--- config.mk ---
export PLATFORM = sky130hd
export DESIGN_NAME = ps2_rx_fifo
export DESIGN_NICKNAME = d
export VERILOG_FILES = /design/src/rtl/ps2_rx_fifo.sv
export SDC_FILE = /design/constraint.sdc
export NUM_CORES = 1
export LEC_CHECK = 0
export ABC_AREA = 1
export CAP_MARGIN = 30
export CORE_UTILIZATION = 45
export DETAILED_ROUTE_END_ITERATION = 7
export SYNTH_ARGS = -nofsm -noshare
export SYNTH_HDL_FRONTEND = slang
export SYNTH_SLANG_ARGS = --single-unit
--- constraint.sdc ---
create_clock -name system_clk -period 9.75 [get_ports system_clk]
set_clock_uncertainty 0.1 [all_clocks]
set_input_delay 0.975 -clock system_clk [delete_from_list [all_inputs] [get_ports system_clk]]
set_output_delay 0.975 -clock system_clk [all_outputs]
set_load 0.03 [all_outputs]
--- src/rtl/ps2_rx_fifo.sv ---
// PS/2 receiver on system_clk: frame check (start, 8 data LSB first, odd parity, stop, timeout) into a byte FIFO.
// Byte readable one cycle after stop-bit fall (3 cycles after pin edge); full FIFO drops the byte and sets overflow.
module ps2_rx_fifo #(
    parameter int                    ADDR_WIDTH      = 14,
    parameter int                    DATA_WIDTH      = 64,
    parameter logic [ADDR_WIDTH-1:0] DATA_ADDRESS    = 14'h3fff,
    parameter logic [ADDR_WIDTH-1:0] STATUS_ADDRESS  = 14'h3ffe,
    parameter int                    FIFO_DEPTH_LOG2 = 6,
    parameter int                    TIMEOUT_CYCLES  = 100000
) (
    input  logic                  system_clk,
    input  logic                  reset,
    input  logic [ADDR_WIDTH-1:0] address,
    input  logic                  PS2_clk,
    input  logic                  PS2_data,
    input  logic                  read_character,
    output logic [DATA_WIDTH-1:0] data,
    output logic                  irq
);

    localparam int DEPTH = 1 << FIFO_DEPTH_LOG2;
    localparam int CNT_W = FIFO_DEPTH_LOG2 + 1;
    localparam int TO_W  = $clog2(TIMEOUT_CYCLES + 1);

    typedef enum logic [1:0] {ST_IDLE, ST_DATA, ST_PARITY, ST_STOP} state_t;

    logic clk_s1, clk_s2, clk_prev;
    logic dat_s1, dat_s2;
    logic fall;

    state_t            state, state_nxt;
    logic [2:0]        bitcnt, bitcnt_nxt;
    logic [7:0]        shift, shift_nxt;
    logic              parity_bit, parity_nxt;
    logic [TO_W-1:0]   to_cnt;
    logic              timed_out;
    logic              push, set_perr, set_ferr;

    logic [7:0]                 mem [DEPTH];
    logic [FIFO_DEPTH_LOG2-1:0] rd_ptr, wr_ptr;
    logic [CNT_W-1:0]           count;
    logic                       empty, full, pop, wr_en, set_ovf, clr_err;
    logic                       parity_err, frame_err, overflow;

    // Idle-high lines, so sync flops reset to 1 to avoid a spurious fall after reset.
    always_ff @(posedge system_clk or negedge reset) begin
        if (!reset) begin
            clk_s1   <= 1'b1;
            clk_s2   <= 1'b1;
            clk_prev <= 1'b1;
            dat_s1   <= 1'b1;
            dat_s2   <= 1'b1;
        end else begin
            clk_s1   <= PS2_clk;
            clk_s2   <= clk_s1;
            clk_prev <= clk_s2;
            dat_s1   <= PS2_data;
            dat_s2   <= dat_s1;
        end
    end

    assign fall      = clk_prev & ~clk_s2;
    assign timed_out = (state != ST_IDLE) && !fall && (to_cnt >= TO_W'(TIMEOUT_CYCLES));

    always_comb begin
        state_nxt  = state;
        bitcnt_nxt = bitcnt;
        shift_nxt  = shift;
        parity_nxt = parity_bit;
        push       = 1'b0;
        set_perr   = 1'b0;
        set_ferr   = 1'b0;
        if (timed_out) begin
            state_nxt = ST_IDLE;
            set_ferr  = 1'b1;
        end else if (fall) begin
            case (state)
                ST_IDLE: begin
                    if (!dat_s2) begin
                        state_nxt  = ST_DATA;
                        bitcnt_nxt = 3'd0;
                    end else begin
                        set_ferr = 1'b1;
                    end
                end
                ST_DATA: begin
                    shift_nxt[bitcnt] = dat_s2;
                    bitcnt_nxt        = bitcnt + 3'd1;
                    if (bitcnt == 3'd7) state_nxt = ST_PARITY;
                end
                ST_PARITY: begin
                    parity_nxt = dat_s2;
                    state_nxt  = ST_STOP;
                end
                ST_STOP: begin
                    state_nxt = ST_IDLE;
                    set_ferr  = !dat_s2;
                    set_perr  = !(^shift ^ parity_bit);
                    push      = dat_s2 && (^shift ^ parity_bit);
                end
                default: state_nxt = ST_IDLE;
            endcase
        end
    end

    always_ff @(posedge system_clk or negedge reset) begin
        if (!reset) begin
            state      <= ST_IDLE;
            bitcnt     <= 3'd0;
            shift      <= 8'd0;
            parity_bit <= 1'b0;
            to_cnt     <= '0;
        end else begin
            state      <= state_nxt;
            bitcnt     <= bitcnt_nxt;
            shift      <= shift_nxt;
            parity_bit <= parity_nxt;
            if (fall || state == ST_IDLE) to_cnt <= '0;
            else                          to_cnt <= to_cnt + TO_W'(1);
        end
    end

    assign empty   = (count == '0);
    assign full    = (count == CNT_W'(DEPTH));
    assign pop     = read_character && (address == DATA_ADDRESS) && !empty;
    // A pop in the same cycle frees the slot, so a full FIFO still accepts the push.
    assign wr_en   = push && (!full || pop);
    assign set_ovf = push && full && !pop;
    assign clr_err = read_character && (address == STATUS_ADDRESS);

    always_ff @(posedge system_clk) begin
        if (wr_en) mem[wr_ptr] <= shift;
    end

    always_ff @(posedge system_clk or negedge reset) begin
        if (!reset) begin
            rd_ptr     <= '0;
            wr_ptr     <= '0;
            count      <= '0;
            parity_err <= 1'b0;
            frame_err  <= 1'b0;
            overflow   <= 1'b0;
            irq        <= 1'b0;
        end else begin
            if (wr_en) wr_ptr <= wr_ptr + 1'b1;
            if (pop)   rd_ptr <= rd_ptr + 1'b1;
            case ({wr_en, pop})
                2'b10:   count <= count + CNT_W'(1);
                2'b01:   count <= count - CNT_W'(1);
                default: count <= count;
            endcase
            parity_err <= set_perr | (parity_err & ~clr_err);
            frame_err  <= set_ferr | (frame_err  & ~clr_err);
            overflow   <= set_ovf  | (overflow   & ~clr_err);
            irq        <= !empty;
        end
    end

    always_comb begin
        data = '0;
        if (address == DATA_ADDRESS) begin
            if (!empty) data[7:0] = mem[rd_ptr];
        end else if (address == STATUS_ADDRESS) begin
            data[15:0] = 16'(count);
            data[16]   = empty;
            data[17]   = full;
            data[18]   = parity_err;
            data[19]   = frame_err;
            data[20]   = overflow;
        end
    end

endmodule

* Word level (Yosys, flattened, before mapping)
Memories as Yosys holds them, arrays and structs flattened.
Cells that the tools add are included.
** Storage, ports and cells
- Flip-flop bits (word level) :: 59
- Bits in writable memories :: 512
- Input port bits :: 19
- Output and inout port bits :: 65
- Word-level logic and storage cells :: 107
- Memories :: 1
** Memories
- mem :: words 64, width 8, read ports 1, clocked after memory_dff 0, wr ports 1, line 39 : logic [7:0] mem [DEPTH];
** Operators by class
- $add $sub $neg :: 6
- Magnitude comparators :: 3
- Equal/unequal tests :: 12
- Multiplexer cells :: 28
- Bitwise logic cells :: 11
- Reductions and logical operators :: 29
** Operators with widths (count)
- 14-bit equality test (second input constant) :: 2
- 21-bit 2-to-1 mux :: 1
- 17-bit by 1-bit adder with 17-bit output (second input constant) :: 1
- 17-bit greater-or-equal comparator (second input constant) :: 1
- 17-bit 2-to-1 mux :: 1
- 8-bit 2-to-1 mux :: 2
- 7-bit case mux with 2 select lines :: 1
- 13-bit 2-to-1 mux :: 1
- 6-bit by 1-bit adder with 6-bit output (second input constant) :: 2
- 1-bit 2-to-1 mux :: 12
- 1-bit logical AND :: 10
- 3-bit AND reduction :: 3
- 8-bit bitwise mux :: 1
- 2-bit 2-to-1 mux :: 4
- 2-bit case mux with 4 select lines :: 1
- 2-bit nonzero test :: 4
- 8-bit XOR reduction :: 1
- 7-bit by 1-bit adder with 7-bit output (second input constant) :: 1
- 7-bit equality test (second input constant) :: 1
- 7-bit zero test :: 1
- 7-bit by 1-bit subtractor with 7-bit output (second input constant) :: 1
- 2-bit equality test (second input constant) :: 3
- 1-bit zero test :: 6
- 3-bit inequality test (second input constant) :: 2
- other kinds (17) :: 26

* Depth between registers and ports, before layout
Gate-level depths: netlist (run 1).
- Depth after elaboration :: 9
- Gate-level depth with buffers :: 22
- Gate-level depth less buffers :: 22

* Least setup slack after synthesis (run 1)
Ideal clock, no wire load.
- Kind :: input to output
- Start :: input port address[13]
- End :: output port data[17]
- Arrival :: 2.395 ns
- Data required time :: 8.675 ns
- Path slack :: 6.280 ns
- Stages on the path :: 6
- Path buffers :: 0
- Path through :: nand2_1 -> inv_1 -> nand2_1 -> nor3_1 -> nand2_1 -> nor4_1
** Between the ends
- Longest elaborated chain between the ends :: 3
- Elaborated cells on any way between the ends :: 4
- Classes of those cells :: 2 x eq/ne; 2 x mux
** Ends and longest elaborated chain
- from (decl) :: line 13 : input logic [ADDR_WIDTH-1:0] address,
- 14-bit equality test :: line 163 : end else if (address == STATUS_ADDRESS) begin
- 21-bit 2-to-1 mux :: line 163
- 13-bit 2-to-1 mux (*) :: line 161 : if (address == DATA_ADDRESS) begin
- to (decl) :: line 17 : output logic [DATA_WIDTH-1:0] data,
Mark *: on every way between the ends. The rest lies on a longest branch, timed or not.

* Final worst setup path (run 1)
- Start :: register rd_ptr[0]
- End :: output port data[2]
** Between the ends
- Longest elaborated chain between the ends :: 3
** Ends and longest elaborated chain
- from (decl) :: line 40 : logic [FIFO_DEPTH_LOG2-1:0] rd_ptr, wr_ptr;
- from (signal assigned) :: line 146 : if (pop) rd_ptr <= rd_ptr + 1'b1;
- memory read 64 x 8 bit
- 8-bit 2-to-1 mux :: line 162 : if (!empty) data[7:0] = mem[rd_ptr];
- 8-bit 2-to-1 mux :: line 161
No other way between the ends.

==> parameters.txt, run 1 <==
Parameter                              Value

Status
  Outcome ... completed

Synth
  Ranking of synthesized cells by area ... edfxtp_1 (63%), nor2_1 (7.4%), o21ai_0 (5.8%), dfrtp_1 (5.5%), nand2_1 (3.7%)
  Count of mapped cells out of synthesis ... 2148
  Cell taking the most area after synthesis ... edfxtp_1
  Area share of the largest cell type after synthesis ... 63.1%
  Ys flop type ... edfxtp_1
  Number of library cell types mapped by synthesis ... 42
  Mean instance size in the synthesized netlist ... 11.3 um2
  Most frequent cell after synthesis ... edfxtp_1
  Area of the mapped netlist ... 24400 um2
  Number of enable flip-flop cells after synthesis ... 512
  Share of flip-flops with an asynchronous set or reset after synthesis ... 10.3%
  Synth top cells by count ... edfxtp_1 (512), nor2_1 (478), o21ai_0 (283)
  Register area share after synthesis ... 69.1%
  Seq cells post-synth ... 571
  Number of warnings printed during yosys synthesis ... 0

Place
  Port Buffer Count ... 32
  HPWL after DPL ... 35600 um
  RePlAce Congestion ... 0.832

Critical path
  Crit path DAT ... 4780 ps
  Worst Setup Start Kind ... register
  Critical path capture point type ... output pin
  Worst Setup Path Type ... register to output pin
  Most frequent CP cell ... nand2_1
  Data required time of the worst path ... 8680 ps
  Slowest cell delay on critical path ... 780 ps
  Top fanout value on the critical path ... 131
  Highest-delay cell along the critical path ... inv_6
  Buffer and inverter count on the worst path ... 4
  Ordered list of cells on the worst path ... inv_6 -> buf_4 -> buf_16 -> nor2_1 -> o21ai_0 -> a21oi_1 -> nand3_1 -> nand2_1 -> nand2_1 -> nand3_1 -> nand2_1 -> clkdlybuf4s50_1
  Cell family with the largest share of critical-path delay ... buffers and inverters

Power and ir drop
  Sequential share of power ... 52.9%
  Combinational share of power ... 6.8%
  Clock share of power ... 40.2%
  Internal Power ... 4.15 mW
  Power density over the cells ... 201 nW/um2
  Max IR drop VDD ... 0.172 mV
  Sw Pwr ... 1.28 mW
  Sw Share ... 23.5%
  Static Leak ... 10.0 nW

Clocking
  Root cell of the clock tree ... clkbuf_16
  TritonCTS clock tree ... done
  Later-pin clock latency in the skew report ... 610 ps
  Post-CTS setup buffer count ... 0
  Count of instances resized after the clock tree is built ... 0
  Number of buffers created by CTS ... 58
  Hold Buf Count CTS ... 0
  Clk slew on worst S/H paths ... 60 ps
  TritonCTS Sinks ... 571
  Max Buffers Root-to-Sink ... 3
  Htree depth ... 2

STA
  Actual transition at the worst max-transition pin ... 978 ps
  Worst rel slew slack ... 34.8%
  Setup repair after global routing missed its margin ... no
  Fraction of the cycle the final worst path needs ... 60.0%
  Worst Hold Margin ... 254 ps
  Final hold viol count ... 0
  Number of failing setup endpoints in the final timing report ... 0
  Pins Over Slew Limit ... 0
  Setup TNS ... 0 ps
  Tmin final ... 5850 ps
  Max Fclk ... 0.171 GHz

Hold path
  Worst hold-check path type ... register to register

Drt
  Total routed wirelength ... 60700 um
  Residual DRC count ... 0
  Wire length per cell ... 20.9 um
  Post-detailed-route count of antenna-violating nets ... 0
  Vias per Instance ... 5.50
  First-pass iteration count of the detailed router ... 5
  Number of DRC markers after the initial detailed-route iteration ... 1437
  Routed via count ... 16000

Run
  Max Cap Viol ... 0

Global route
  Busiest grt layer ... met2
  GR Util All Layers ... 22.1%
  GRT overflow ... 0
  GRT met1 Usage ... 32.2%
  Antenna violations before repair ... 0
  Global routing met2 resource utilization ... 35.2%
  Largest net degree at the start of global routing ... 199
  Met3 capacity usage during global routing ... 2.90%
  Number of global-route vias before repair ... 15400
  Global-route wire length before repair ... 93700 um

Floorplan
  CORE AREA ... 53100 um2
  Die Wd ... 235 um
  Vertical extent of the die ... 235 um
  Initial Utilization ... 45.9%
  Die area ... 55100 um2
  Std cell rows ... 84
  Number of top-level pins ... 84

Layout
  Antenna diode count ... 0
  Share of post-route cells with drive strength above 1 ... 6.90%
  Filler cells ... 4513
  P&R area growth vs syn ... 11.0%
  Number of nets in the layout ... 2203
==> flip-flops by register name, summed over array words and instances, names as in the netlist <==
name / cells
clk_s1: 1
overflow: 1
parity_err: 1
frame_err: 1
to_cnt: 17
bitcnt: 3
irq: 1
dat_s2: 1
mem: 512
wr_ptr: 6
count: 7
dat_s1: 1
clk_prev: 1
shift: 8
clk_s2: 1
parity_bit: 1
rd_ptr: 6
state: 2
==> per-stage QoR <==
step	util (%)	cells	area [um2]	power, mW	setup WS, ps
global placement	47.3	2790	25100	3.28	4280
finish	51.0	2906	27100	5.43	3900
floorplan	-	2198	24600	3.15	6280
detailed placement	47.4	2795	25200	3.29	4160
CTS	50.9	2905	27000	5.46	3490
global route	51.0	2906	27100	5.60	3700
==> logic make-up (layout without fill, tap and decap cells) <==
group	after synthesis	after routing	synth area share [%]
adders and majority gates	16	16	0.852
AOI/OAI and AO/OA	429	429	9.72
other	1	51	0.0154
buffers and inverters	245	265	4.99
muxes	8	8	0.328
and+or+nand+nor	864	864	14.4
xor gates and xnor gates	14	14	0.503
DFF	571	571	69.1
==> cells in the final DEF (no fill, tap or decap), types with 4 or more instances in the layout <==
cell type	Yosys	final
nand4_2	4	4
ha_1	15	15
o21ai_1	5	5
a22oi_1	8	8
nand3_1	85	85
clkinv_2	0	9
nor3_1	32	32
edfxtp_1	512	512
mux2i_1	8	8
clkbuf_1	52	24
nor2_1	478	478
inv_2	6	5
a21oi_1	48	48
dfstp_2	5	5
clkbuf_16	0	61
nand4_1	5	5
inv_1	80	80
dfrtp_1	54	44
dfrtp_2	0	7
o22ai_1	9	9
buf_4	66	29
o211ai_1	70	70
conb_1	1	51
nand2_1	243	243
nand2_2	4	4
o21ai_0	283	283
xor2_1	12	12
clkbuf_8	0	6
clkinv_1	4	9
clkdlybuf4s50_1	0	31
==> layer usage <==
layer	up-vias	wire length, um
met1	7921	27000
met5	-	0
li1	7495	-
met4	0	1100
met2	500	28600
met3	78	4050
==> worst reg2reg max path, delay by kind of cell (launching register included) <==
| family | cells | cell delay (ps) |
|---|---|---|
| buffers and inverters | 2 | 220 |
| AND/OR/NAND/NOR | 10 | 2330 |
| flip-flops | 1 | 990 |
==> worst paths after layout <==
kind	startpoint	endpoint	slack, ps	depth (start not counted)
setup / recovery	rd_ptr[0]	data[2]	3900	12
hold / removal	dat_s1	dat_s2	250	0
setup reg to reg	shift[3]	mem[12][4]	5740	12
hold reg to reg	dat_s1	dat_s2	250	0
max in group asynchronous	reset	rd_ptr[1]	8460	2
min in group asynchronous	reset	shift[6]	440	2
==> power by group through the flow <==
stage / Combinational (mW) / Clock, mW / Sequential [mW]
floorplan: 0.197 / 0 / 2.95
global placement: 0.358 / 0 / 2.92
detailed placement: 0.370 / 0 / 2.92
CTS: 0.371 / 2.22 / 2.87
global route: 0.412 / 2.31 / 2.88
finish: 0.371 / 2.18 / 2.87
==> layout make-up <==
cell class              count  area (um2)  share of cell area (%)
well taps                 688         861                    3.18
clock buffers              91        1700                    6.28
clock inverters            19         170                   0.629
repair buffers             65         613                    2.27
flip-flops and latches    571       16900                    62.4
inverters                  90         343                    1.27
multi-input cells        1382        6490                    24.0
(Power assumes the default switching activity.)
==> inputs of run 2 (changes only) <==
- clock period: 9.75 -> 5.2 ns (I/O delays scaled with it)
==> run 2 against run 1 <==
Net effect:
- the run now ends with hold timing left
- final cell count is the same
- critical path depth is 1 lower
- register-to-register slack worse by 4100 ps
- highest routed layer unchanged
==> parameters.txt, run 2 (synthesis gave the netlist of run 1 again) <==
Parameter                              Value

Floorplan
  Number of top-level pins ... 84
  CORE AREA ... 53100 um2
  Initial Utilization ... 45.9%
  Die area ... 55100 um2
  Vertical extent of the die ... 235 um
  Std cell rows ... 84
  Die Wd ... 235 um

Clocking
  Later-pin clock latency in the skew report ... 610 ps
  Count of instances resized after the clock tree is built ... 0
  Root cell of the clock tree ... clkbuf_16
  TritonCTS clock tree ... done
  Clk slew on worst S/H paths ... 60 ps
  Number of buffers created by CTS ... 56
  Post-CTS setup buffer count ... 0
  Htree depth ... 2
  Max Buffers Root-to-Sink ... 3
  Hold Buf Count CTS ... 0
  TritonCTS Sinks ... 571

Layout
  Sequential cell area ... 16900 um2
  Number of flip-flops in the largest register ... 512
  Share of post-route cells with drive strength above 1 ... 7.08%
  Largest registers in the final layout ... mem: 512 flops, to_cnt: 17 flops, shift: 8 flops
  Register with the most flip-flops ... mem
  Multi-input gate area ... 6490 um2
  P&R area growth vs syn ... 11.1%
  Filler cells ... 4594
  Final Instance Count excl. Fillers ... 2906
  Final core utilization ... 51.0%
  Number of nets in the layout ... 2206
  Most common cell after layout, fill and taps aside ... edfxtp_1
  Commonest non-fill, non-tap cells in the layout ... edfxtp_1 (512), nor2_1 (478), o21ai_0 (283), nand2_1 (243), nand3_1 (85)

Drt
  Residual DRC count ... 0
  Number of DRC markers after the initial detailed-route iteration ... 1505
  Routed via count ... 15900
  Post-detailed-route count of antenna-violating nets ... 0
  Total routed wirelength ... 60900 um
  Wire length per cell ... 21.0 um
  Vias per Instance ... 5.48
  First-pass iteration count of the detailed router ... 5

Hold path
  Worst hold-check path type ... input port to asynchronous set/reset pin

Place
  RePlAce Congestion ... 0.925
  Cell count after placement ... 2796
  Port Buffer Count ... 32
  HPWL after DPL ... 37000 um

STA
  Max Fclk ... 0.217 GHz
  Final hold viol count ... 3
  Tmin final ... 4610 ps
  Worst Hold Margin ... -28.3 ps
  Setup repair after global routing missed its margin ... no
  Fraction of the cycle the final worst path needs ... 88.6%
  Actual transition at the worst max-transition pin ... 928 ps
  Pins Over Slew Limit ... 0
  Setup TNS ... 0 ps
  Number of failing setup endpoints in the final timing report ... 0
  Worst rel slew slack ... 38.1%

Global route
  GRT overflow ... 0
  GR Util All Layers ... 22.1%
  Global-route wire length before repair ... 93100 um
  Antenna violations before repair ... 2
  Number of global-route vias before repair ... 15800
  Largest net degree at the start of global routing ... 139

Critical path
  Data required time of the worst path ... 4580 ps
  Reg-to-reg startpoint ... shift[1]
  Worst Setup Start Kind ... register
  Worst Setup Path Type ... register to output pin
  Top fanout value on the critical path ... 79
  Critical path capture point type ... output pin
  Crit path DAT ... 3990 ps
  Terminus of the critical flop-to-flop path ... mem[52][4]
  Reg2Reg Setup Slack ... 1630 ps
  Length in cells of the worst reg-to-reg path ... 12

Power and ir drop
  Max IR drop VDD ... 0.300 mV
  Power density over the cells ... 378 nW/um2
  Static Leak ... 10.1 nW

Run
  Max Cap Viol ... 0

Status
  Outcome ... finished, violations left
  Violations in the final reports ... hold timing
## run 2: report_power, final
group	leakage, nW	internal [mW]	switching [mW]	total (mW)
Clock	0.915	2.42	1.70	4.12
Sequential	5.77	5.26	0.0955	5.35
Combinational	3.38	0.147	0.616	0.763
## run 2: worst max-delay path by stage
stage | from | depth (start not counted) | endpoint | slack (ps)
after global routing | rd_ptr[0] | 11 | data[2] | 460
final | rd_ptr[0] | 11 | data[2] | 590
after floorplan | shift[7] | 13 | mem[17][0] | 1900
after global placement | rd_ptr[0] | 11 | data[2] | 1260
after detailed placement | address[5] | 11 | mem[41][3] | 1200
after CTS | rd_ptr[0] | 11 | data[2] | 640
## run 2: worst max-delay path: stages, from the launching register on
cell and delay [ps]:
dfrtp_4 530, inv_6 470, buf_4 390, nor2_1 60, o21ai_0 420, a21oi_1 220
nand3_1 150, nand2_1 60, nand2_1 70, nand3_1 80, nand2_1 160, clkdlybuf4s50_1 710
## run 2: layer usage
| layer | wire [um] | vias to the layer above | global-route usage, % |
|---|---|---|---|
| met5 | 0 | - | 0 |
| met4 | 2090 | 0 | 8.29 |
| met3 | 4610 | 124 | 4.58 |
| met2 | 27900 | 534 | 34.4 |
| met1 | 26300 | 7771 | 30.7 |
| li1 | - | 7492 | - |
## run 2: through the flow
step	power, mW	cell area, um2	setup WS, ps	hold WS, ps
2_1_floorplan	5.90	24600	1900	124
3_3_place_gp	6.19	25200	1260	246
3_5_place_dp	6.21	25200	1200	248
4_1_cts	10.3	27000	638	0.378
5_1_grt	10.6	27100	459	31.5
6_report	10.2	27100	591	-28.3
## run 2: final cells by class
class	count	area share [%]
inverters	90	1.27
repair buffers	70	2.37
well taps	688	3.18
clock buffers	72	5.66
diodes	1	0.00924
flip-flops and latches	571	62.3
clock inverters	32	1.23
multi-input cells	1382	24.0
==> inputs of run 3 (changes only) <==
- ABC_AREA: 1 -> 0
- CORE_UTILIZATION: 45 -> 55
- PLACE_DENSITY: not set -> 0.73
- clock period: 5.2 -> 5.68 ns (I/O delays scaled with it)
==> run 3 against run 2 <==
Net effect:
- the run now ends clean
- wire length decreased by 22%
- area after synthesis decreased by 4.4%
- utilization increased by 11 points
- cell area is 4.2% lower
- power shrank 12%
- sequential cell count is the same
- final cell count shrank 36%
- sequential share of layout area rose by 2.7 points
- sequential power down 9.0%
- register-to-register slack better by 300 ps
- critical path depth decreased by 5
- critical path type unchanged
- largest power group unchanged
- highest routed layer is now met5
==> parameters.txt, run 3 <==
Parameter                              Value

Layout
  Register with the most flip-flops ... mem
  Number of nets in the layout ... 1298
  Number of flip-flops in the largest register ... 512
  Filler cells ... 2826
  Final core utilization ... 62.0%
  Antenna diode count ... 0
  P&R area growth vs syn ... 11.3%
  Layout Cell Area excl Fill ... 25900 um2
  Most common cell after layout, fill and taps aside ... edfxtp_1
  Final Instance Count excl. Fillers ... 1848
  Share of post-route cells with drive strength above 1 ... 23.9%
  Largest registers in the final layout ... mem: 512 flops, to_cnt: 17 flops, shift: 8 flops
  Commonest non-fill, non-tap cells in the layout ... edfxtp_1 (512), mux4_2 (154), nor2_1 (97), clkbuf_16 (57), conb_1 (51)

Floorplan
  Number of top-level pins ... 84
  Std cell rows ... 75
  CORE AREA ... 41900 um2
  Die Wd ... 208 um
  Die area ... 43200 um2
  Vertical extent of the die ... 208 um
  Initial Utilization ... 55.7%

Synth
  Post-synthesis compound-gate area fraction ... 1.75%
  Synth Area in XOR/XNOR ... 1.29%
  Synth top cells by count ... edfxtp_1 (512), mux4_2 (154), nor2_1 (97)
  Mean instance size in the synthesized netlist ... 19.5 um2
  Combinational family with the most area after synthesis ... multiplexers
  Mux contribution to synthesized area ... 16.7%
  Ys flop type ... edfxtp_1
  Most frequent cell after synthesis ... edfxtp_1
  Share of flip-flops with an asynchronous set or reset after synthesis ... 10.3%
  Number of warnings printed during yosys synthesis ... 0
  Number of library cell types mapped by synthesis ... 58
  Post-synthesis simple-gate area fraction ... 4.10%
  Cell taking the most area after synthesis ... edfxtp_1
  Area of the mapped netlist ... 23300 um2
  Area share of the largest cell type after synthesis ... 65.9%
  Number of enable flip-flop cells after synthesis ... 512
  Adder-cell share of the synthesized area ... 0.891%
  Register area share after synthesis ... 72.3%
  Ranking of synthesized cells by area ... edfxtp_1 (66%), mux4_2 (15%), dfrtp_1 (5.8%), buf_4 (1.8%), nor2_1 (1.6%)
  Count of mapped cells out of synthesis ... 1196
  Seq cells post-synth ... 571

Place
  Port Buffer Count ... 32
  HPWL after DPL ... 28500 um
  Pre-CTS setup slack ... 1190 ps
  Area after detailed placement ... 24200 um2
  Cell count after placement ... 1745
  RePlAce Congestion ... 0.820

Clocking
  TritonCTS Sinks ... 571
  Post-CTS setup buffer count ... 0
  Htree depth ... 2
  Hold Buf Count CTS ... 0
  Number of buffers created by CTS ... 55
  TritonCTS clock tree ... done
  Later-pin clock latency in the skew report ... 600 ps
  Max Buffers Root-to-Sink ... 3
  Root cell of the clock tree ... clkbuf_16
  Count of instances resized after the clock tree is built ... 0
  Clk slew on worst S/H paths ... 60 ps

STA
  Final hold viol count ... 0
  Final worst slack ... 793 ps
  Number of failing setup endpoints in the final timing report ... 0
  Setup TNS ... 0 ps
  Tmin final ... 4890 ps
  Worst rel slew slack ... 39.0%
  Setup repair after global routing missed its margin ... no
  Fraction of the cycle the final worst path needs ... 86.0%
  Pins Over Slew Limit ... 0
  Max Fclk ... 0.205 GHz
  Actual transition at the worst max-transition pin ... 915 ps

Critical path
  Critical path capture point type ... output pin
  Buffer and inverter count on the worst path ... 2
  Slowest cell delay on critical path ... 710 ps
  Most frequent CP cell ... mux4_2
  Highest-delay cell along the critical path ... dfrtp_4
  Data required time of the worst path ... 5010 ps
  Critical path origin ... rd_ptr[0]
  Ordered list of cells on the worst path ... buf_12 -> mux4_2 -> mux4_2 -> mux2i_1 -> o311ai_0 -> clkdlybuf4s50_1
  Length in cells of the worst reg-to-reg path ... 6
  Worst Setup Start Kind ... register
  Worst Setup Path Type ... register to output pin
  Top fanout value on the critical path ... 52
  Crit path DAT ... 4220 ps
  Reg-to-reg startpoint ... shift[0]
  Reg2Reg Setup Slack ... 1930 ps
  Cell family with the largest share of critical-path delay ... multiplexers
  Terminus of the critical flop-to-flop path ... mem[59][4]

Drt
  Residual DRC count ... 0
  Vias per Instance ... 6.09
  Number of DRC markers after the initial detailed-route iteration ... 1171
  Routed via count ... 11300
  Total routed wirelength ... 47500 um
  Post-detailed-route count of antenna-violating nets ... 0
  Wire length per cell ... 25.7 um
  First-pass iteration count of the detailed router ... 5

Power and ir drop
  Max IR drop VDD ... 0.222 mV
  Static Leak ... 8.72 nW
  Power density over the cells ... 347 nW/um2

Global route
  GR Util All Layers ... 22.6%
  Global-route wire length before repair ... 71500 um
  Number of global-route vias before repair ... 11400
  Antenna violations before repair ... 1
  GRT overflow ... 0
  Largest net degree at the start of global routing ... 66

Status
  Outcome ... completed

Hold path
  Worst hold-check path type ... input port to asynchronous set/reset pin

Run
  Max Cap Viol ... 0
==> run 3: worst max-delay path by stage <==
stage            endpoint  slack [ps]  depth (start not counted)
3_5_place_dp   mem[59][1]        1190                          7
6_report          data[3]         790                          6
2_1_floorplan    count[6]        1670                         12
4_1_cts           data[5]         780                          6
3_3_place_gp   mem[59][1]        1360                          7
5_1_grt           data[2]         640                          6
==> run 3: power breakdown <==
part / internal, mW / switching (mW)
Combinational: 0.146 / 0.413
Sequential: 4.81 / 0.0645
Clock: 2.07 / 1.50
==> run 3: worst register-to-register path: stages (launching register included) <==
cell      delay [ps]
dfrtp_2          410
xor3_1           430
or2_2            310
mux2_2           360
a211oi_2         290
nand3_1          600
nor2_1           870
==> run 3: kinds of logic after synthesis <==
group           Yosys count
compound gates           58
xor+xnor                 31
fa+ha+maj                16
buf+inv                 119
flops                   571
mux                     194
other cells               1
simple gates            206
==> run 3: layer usage <==
| layer | up-vias | global-route usage [%] | wire, um |
|---|---|---|---|
| met2 | 501 | 35.5 | 23100 |
| met4 | 4 | 7.08 | 1290 |
| met5 | - | 3.11 | 179 |
| met3 | 86 | 4.88 | 3620 |
| met1 | 5842 | 31.9 | 19300 |
| li1 | 4830 | - | - |
==> run 3: cell type report <==
class / instances / area [um2] / area share, %
multi-input cells: 556 / 5960 / 23.0
clock inverters: 23 / 208 / 0.801
well taps: 539 / 674 / 2.60
clock buffers: 80 / 1550 / 5.99
inverters: 13 / 48.8 / 0.188
repair buffers: 66 / 621 / 2.39
flip-flops and latches: 571 / 16900 / 65.1
==> run 3: stage by stage <==
step           hold slack (ps)  power (mW)
5_1_grt                   86.8        9.26
4_1_cts                   41.5        9.05
3_3_place_gp               246        5.50
3_5_place_dp               248        5.53
6_report                  37.0        9.00
2_1_floorplan              172        5.33
